==> src/rtl/taillight_seq.sv <==
// taillight_seq: sequential turn-signal / hazard tail-light controller.
// Each side has LAMPS lamps. The sequence advances once per TICK_DIV clk cycles.
// Optional feature: define TAILLIGHT_BRAKE_EN to add a brake input. Brake lights
// every lamp on a side that is not running a turn sequence, and it does so
// without waiting for a tick.
module taillight_seq #(
    parameter int LAMPS    = 3,
    parameter int TICK_DIV = 12500000
) (
    input  logic               clk,
    input  logic               rst,
    input  logic               left,
    input  logic               right,
    input  logic               hazard,
`ifdef TAILLIGHT_BRAKE_EN
    input  logic               brake,
`endif
    output logic [2*LAMPS-1:0] lights,
    output logic               busy
);

    localparam int CW = $clog2(TICK_DIV);
    localparam int SW = $clog2(LAMPS + 1);
    localparam logic [CW-1:0] CNT_MAX = CW'(TICK_DIV - 1);
    localparam logic [SW-1:0] LAST    = SW'(LAMPS);
    localparam logic [LAMPS-1:0] SIDE_OFF = '0;

    typedef enum logic [2:0] {
        IDLE,
        LEFT,
        RIGHT,
        HAZ_ON,
        HAZ_OFF
    } state_t;

    state_t                 state;
    logic [SW-1:0]          step;
    logic [CW-1:0]          cnt;
    logic                   tick;
    logic                   haz_req;
    logic [2*LAMPS-1:0]     lights_q;
    logic                   busy_q;

    // Build a mask with the k innermost lamps of one side lit.
    // Bit 0 of either side field is the innermost lamp.
    function automatic logic [LAMPS-1:0] fill(input logic [SW-1:0] k);
        logic [LAMPS-1:0] m;
        m = '0;
        for (int i = 0; i < LAMPS; i++) begin
            m[i] = (SW'(i) < k);
        end
        return m;
    endfunction

    assign tick    = (cnt == CNT_MAX);
    assign haz_req = hazard | (left & right);

    // Free-running step divider; tick marks the last cycle of each step.
    // NOTE: sequential state is always written with non-blocking assignments so
    // every flop samples pre-edge values regardless of statement order.
    always_ff @(posedge clk or negedge rst) begin
        if (!rst) begin
            cnt <= '0;
        end else if (tick) begin
            cnt <= '0;
        end else begin
            cnt <= cnt + CW'(1);
        end
    end

    // Sequencer. It samples requests only on tick and loads the outputs
    // alongside the state, so the outputs are registered.
    always_ff @(posedge clk or negedge rst) begin
        if (!rst) begin
            state    <= IDLE;
            step     <= '0;
            lights_q <= '0;
            busy_q   <= 1'b0;
        end else if (tick) begin
            case (state)
                IDLE: begin
                    if (haz_req) begin
                        state    <= HAZ_ON;
                        lights_q <= '1;
                        busy_q   <= 1'b1;
                    end else if (left) begin
                        state    <= LEFT;
                        step     <= SW'(1);
                        lights_q <= {fill(SW'(1)), SIDE_OFF};
                        busy_q   <= 1'b1;
                    end else if (right) begin
                        state    <= RIGHT;
                        step     <= SW'(1);
                        lights_q <= {SIDE_OFF, fill(SW'(1))};
                        busy_q   <= 1'b1;
                    end
                end
                LEFT, RIGHT: begin
                    // Turn requests are ignored mid-run; only hazard can abort.
                    if (haz_req) begin
                        state    <= HAZ_ON;
                        step     <= '0;
                        lights_q <= '1;
                        busy_q   <= 1'b1;
                    end else if (step == LAST) begin
                        state    <= IDLE;
                        step     <= '0;
                        lights_q <= '0;
                        busy_q   <= 1'b0;
                    end else begin
                        step     <= step + SW'(1);
                        lights_q <= (state == LEFT) ? {fill(step + SW'(1)), SIDE_OFF}
                                                    : {SIDE_OFF, fill(step + SW'(1))};
                    end
                end
                HAZ_ON: begin
                    state    <= haz_req ? HAZ_OFF : IDLE;
                    lights_q <= '0;
                    busy_q   <= haz_req;
                end
                HAZ_OFF: begin
                    state    <= haz_req ? HAZ_ON : IDLE;
                    lights_q <= haz_req ? '1 : '0;
                    busy_q   <= haz_req;
                end
                default: begin
                    state    <= IDLE;
                    step     <= '0;
                    lights_q <= '0;
                    busy_q   <= 1'b0;
                end
            endcase
        end
    end

`ifdef TAILLIGHT_BRAKE_EN
    logic [2*LAMPS-1:0] brake_mask;

    // Brake overlay: light steady every side that is not running a sequence.
    // NOTE: the combinational block assigns a default first, so no latch is inferred.
    always_comb begin
        brake_mask = '1;
        if (state == LEFT) begin
            brake_mask = {SIDE_OFF, ~SIDE_OFF};
        end else if (state == RIGHT) begin
            brake_mask = {~SIDE_OFF, SIDE_OFF};
        end
        if (!brake || !rst) begin
            brake_mask = '0;
        end
    end

    assign lights = lights_q | brake_mask;
`else
    assign lights = lights_q;
`endif

    assign busy = busy_q;

endmodule

==> config.mk <==
export PLATFORM = sky130hd
export DESIGN_NAME = taillight_seq
export DESIGN_NICKNAME = d
export VERILOG_FILES = /design/src/rtl/taillight_seq.sv
export SDC_FILE = /design/constraint.sdc
export NUM_CORES = 1
export LEC_CHECK = 0
export ABC_CLOCK_PERIOD_IN_PS = 1900
export CORE_AREA = 2 2 67 69
export CTS_CLUSTER_SIZE = 40
export DETAILED_ROUTE_END_ITERATION = 10
export DIE_AREA = 0 0 69 71
export MAX_ROUTING_LAYER = met4
export PLACE_DENSITY = 0.76
export SYNTH_ARGS = -nofsm -noshare
export SYNTH_HDL_FRONTEND = slang
export SYNTH_SLANG_ARGS = --single-unit
==> constraint.sdc <==
create_clock -name clk -period 1.9 [get_ports clk]
set_clock_uncertainty 0.15 [all_clocks]
set_input_delay 0.285 -clock clk [delete_from_list [all_inputs] [get_ports clk]]
set_output_delay 0.285 -clock clk [all_outputs]
set_load 0.05 [all_outputs]
==> run summary <==
- outcome: finished with violations
- failing checks: negative setup slack
- Reg clk slew, reported paths: 0.08 ns
- IO buf count: 11
- clock buffer depth: 2
- area after detailed placement: 0.00254 mm²
- Max Clk Rate: 516 MHz
- number of cell instances on the worst register-to-register path: 6
- final routed wire length divided by cell count: 15.2 µm
- register bit total from synthesis: 36
- number of antenna violations at the first check in global routing: 0
- multiplexer area fraction after synthesis: 7.64%
- leftover overflow at the end of global routing: 0
- placer congestion estimate: 0.849
- count of unresolved DRC violations after routing: 0
- floorplan die area: 0.00490 mm²
- total number of placement rows: 24
- classification of the worst-slack hold path: reg -> reg
- Die Width: 69 µm
- power density normalized to cell area: 584 mW/mm²
- sequential element share of the synthesized area: 44.7%
- # setup viols final: 13
- CTS H-tree depth: 2
- Initial DRT Pass Iterations: 4
- share of layout cells above drive strength 1: 39.6%
- count of non-filler cells in the finished layout: 325
- count of final max-slew check failures: 0
- headroom to the max-slew limit: 68.9%
- Post-Syn Nets: 212
- number of DRC markers after the initial detailed-route iteration: 138
- top_reg_cell synth: sky130_fd_sc_hd__dfrtp_1
- share of synthesized cell area in and, or, nand and nor gates: 25.1%
- CP arrival: 1.98 ns
- detailed-route vias per instance: 5.59
- count of antenna-violating nets left after detailed routing: 0
- final hold violations: 0
- post-layout worst setup margin: -0.0377 ns
- async set-reset flop share out of synthesis: 100%
- end-of-flow core utilization: 67.1%
- Compound-Gate Fraction of Synth Area: 9.87%
- number of flops mapped to enable cells by yosys: 0
- RSZ-0062 raised after global routing: true
- insertion delay of the later-clocked pin in the worst-skew pair: 0.30 ns
- Top-Level Pins: 12
- core area: 0.00420 mm²
- required time at the worst-slack endpoint: 1.94 ns
- TritonCTS clock tree: yes
- peak supply drop: 516 µV
- main area contributors after synthesis: sky130_fd_sc_hd__dfrtp_1, sky130_fd_sc_hd__mux2_2, sky130_fd_sc_hd__xnor2_1
- max-cap check violation count: 0
- # nets final: 280
- startpoint-to-endpoint class of the critical path: reg -> reg
- Cells after Synth: 204
- share of Yosys cell area claimed by the top area cell type: 44.7%
- initial standard-cell utilization of the core: 47.9%
- vias in the first global route: 1834
- Detailed Place HPWL: 3360 µm
- kind of start point of the critical path: flop
- total CTS buffers: 5
- final routed wirelength across all metal layers: 4950 µm
- height of the chip: 71 µm
- CP Capture Type: flop
- share of synthesized cell area in full adder, half adder and majority cells: 2.36%
- total routing resource utilization after global routing: 22.0%
- total standard cell area after synthesis: 0.00202 mm²
- Worst Tran Pin Value: 0.467 ns
- library cell with the largest summed area after synthesis: sky130_fd_sc_hd__dfrtp_1
- Static Leak: 1.19 nW
- synth unique cells: 40
- post-layout min period: 1.94 ns
- DP Cell Count: 307
- routed via count: 1817
- clock root buffer master: sky130_fd_sc_hd__clkbuf_8
- largest net degree at the start of global routing: 37
- ANT cells: 0
- area growth from synthesis to final layout: 39.9%
- final critical-path share of the clock period: 102%
- dominant combinational cell family by area after synthesis: simple AND/OR/NAND/NOR gates
- Sinks on Clock Net: 36
- top fanout value on the critical path: 6
- area of all placed cells without fillers: 0.00282 mm²
- worst hold path cell count: 1
- XOR/XNOR Fraction of Synth Area: 6.95%
- wire length of the first global-routing pass: 8330 µm
- Post-Synthesis Mean Instance Area: 9.88 µm²
- count of yosys warnings during synthesis: 0
==> synth_stat cells (5+ instances only) <==
library cell and number:
sky130_fd_sc_hd__mux2_2 11, sky130_fd_sc_hd__a21oi_1 14, sky130_fd_sc_hd__nand3_1 8, sky130_fd_sc_hd__xor2_1 5, sky130_fd_sc_hd__nor4_1 5, sky130_fd_sc_hd__nand4_1 9
sky130_fd_sc_hd__nor4b_1 5, sky130_fd_sc_hd__inv_1 6, sky130_fd_sc_hd__o31ai_1 8, sky130_fd_sc_hd__nor2_1 18, sky130_fd_sc_hd__xnor2_1 11, sky130_fd_sc_hd__dfrtp_1 36
sky130_fd_sc_hd__nand2_1 10, sky130_fd_sc_hd__clkbuf_1 8, sky130_fd_sc_hd__nor3_1 7
==> final timing paths <==
check,start,to,slack (ns)
hold / removal,cnt[23],cnt[23],0.35
setup reg to reg,cnt[8],lights[2],-0.04
hold reg to reg,cnt[23],cnt[23],0.35
max in group asynchronous,rst,cnt[8],0.83
min in group asynchronous,rst,cnt[21],0.40
setup / recovery,cnt[8],lights[2],-0.04
==> critical path: stages (launching register included) <==
cell and delay (ns):
sky130_fd_sc_hd__dfrtp_2 0.45, sky130_fd_sc_hd__nor4b_4 0.30, sky130_fd_sc_hd__nand4_1 0.17, sky130_fd_sc_hd__buf_4 0.19, sky130_fd_sc_hd__nor3_4 0.11, sky130_fd_sc_hd__buf_6 0.16
sky130_fd_sc_hd__mux2_4 0.30
==> sequential cells by signal, summed over array words and instances (netlist names) <==
register,flops
step,2
lights,6
busy,1
cnt,24
state,3
==> per-layer routing <==
metal	part of all wire (%)	track usage, %	vias to the layer above
met5	0	-	-
met4	2.8	10.0	0
met3	2.8	4.56	13
met2	51	36.5	32
met1	44	25.8	890
li1	-	-	882
==> cells in the final DEF (no fill, tap or decap), types with 2 or more instances in the layout <==
| cell type | n |
|---|---|
| sky130_fd_sc_hd__buf_4 | 62 |
| sky130_fd_sc_hd__dfrtp_1 | 33 |
| sky130_fd_sc_hd__nor2_1 | 17 |
| sky130_fd_sc_hd__a21oi_1 | 14 |
| sky130_fd_sc_hd__xnor2_1 | 10 |
| sky130_fd_sc_hd__nand4_1 | 9 |
| sky130_fd_sc_hd__nand2_1 | 8 |
| sky130_fd_sc_hd__nand3_1 | 8 |
| sky130_fd_sc_hd__o31ai_1 | 8 |
| sky130_fd_sc_hd__inv_1 | 6 |
| sky130_fd_sc_hd__nor3_1 | 6 |
| sky130_fd_sc_hd__mux2_4 | 6 |
| sky130_fd_sc_hd__xor2_1 | 5 |
| sky130_fd_sc_hd__mux2_2 | 5 |
| sky130_fd_sc_hd__clkbuf_8 | 5 |
| sky130_fd_sc_hd__or4_1 | 4 |
| sky130_fd_sc_hd__nand2b_1 | 4 |
| sky130_fd_sc_hd__o21a_1 | 4 |
| sky130_fd_sc_hd__nor4b_2 | 3 |
| sky130_fd_sc_hd__mux2i_1 | 3 |
| sky130_fd_sc_hd__nor4_1 | 3 |
| sky130_fd_sc_hd__dfrtp_2 | 3 |
| sky130_fd_sc_hd__clkdlybuf4s50_1 | 3 |
| sky130_fd_sc_hd__buf_6 | 3 |
| sky130_fd_sc_hd__and4_1 | 2 |
| sky130_fd_sc_hd__nand2_2 | 2 |
| sky130_fd_sc_hd__o221ai_1 | 2 |
| sky130_fd_sc_hd__nand4b_1 | 2 |
| sky130_fd_sc_hd__ha_1 | 2 |
==> cell type report <==
type,instances,area [µm²]
fill,340,1380
multi-input combinational,153,1170
sequential,36,905
timing repair buffer,70,544
clock buffer,5,68.8
tap,52,65.1
clock inverter,3,42.5
inverter,6,22.5
==> cell families (layout without fill, tap and decap cells) <==
group,after synthesis,after routing
and+or+nand+nor,87,88
muxes,14,14
DFF,36,36
buffers and inverters,16,84
adders and majority gates,4,4
AOI/OAI and AO/OA,31,31
xor gates and xnor gates,16,16
==> report_power, final <==
part	internal [mW]	switching (mW)	total [mW]
clock	0.388	0.297	0.685
combinational	0.0763	0.101	0.177
sequential	0.777	0.00879	0.786
==> per-stage QoR <==
step	worst slack (ns)	hold WS, ns	TNS (ns)	power (mW)
2_1_floorplan	-0.122	-0.161	-0.496	0.894
3_3_place_gp	-0.156	0.202	-1.56	0.964
3_5_place_dp	-0.203	0.207	-1.90	0.969
4_1_cts	-0.00230	0.351	-0.00230	1.65
5_1_grt	-0.137	0.361	-2.45	1.71
6_report	-0.0377	0.349	-0.251	1.65
==> timing repair <==
item,CTS,global route
resized for setup,8,17
gates cloned,0,2
buffers inserted,3,4
endpoints found under the setup margin,15,26
hold buffers,1,0
endpoints found under the hold margin,36,0
pin swaps,3,4
(Power assumes the default switching activity.)
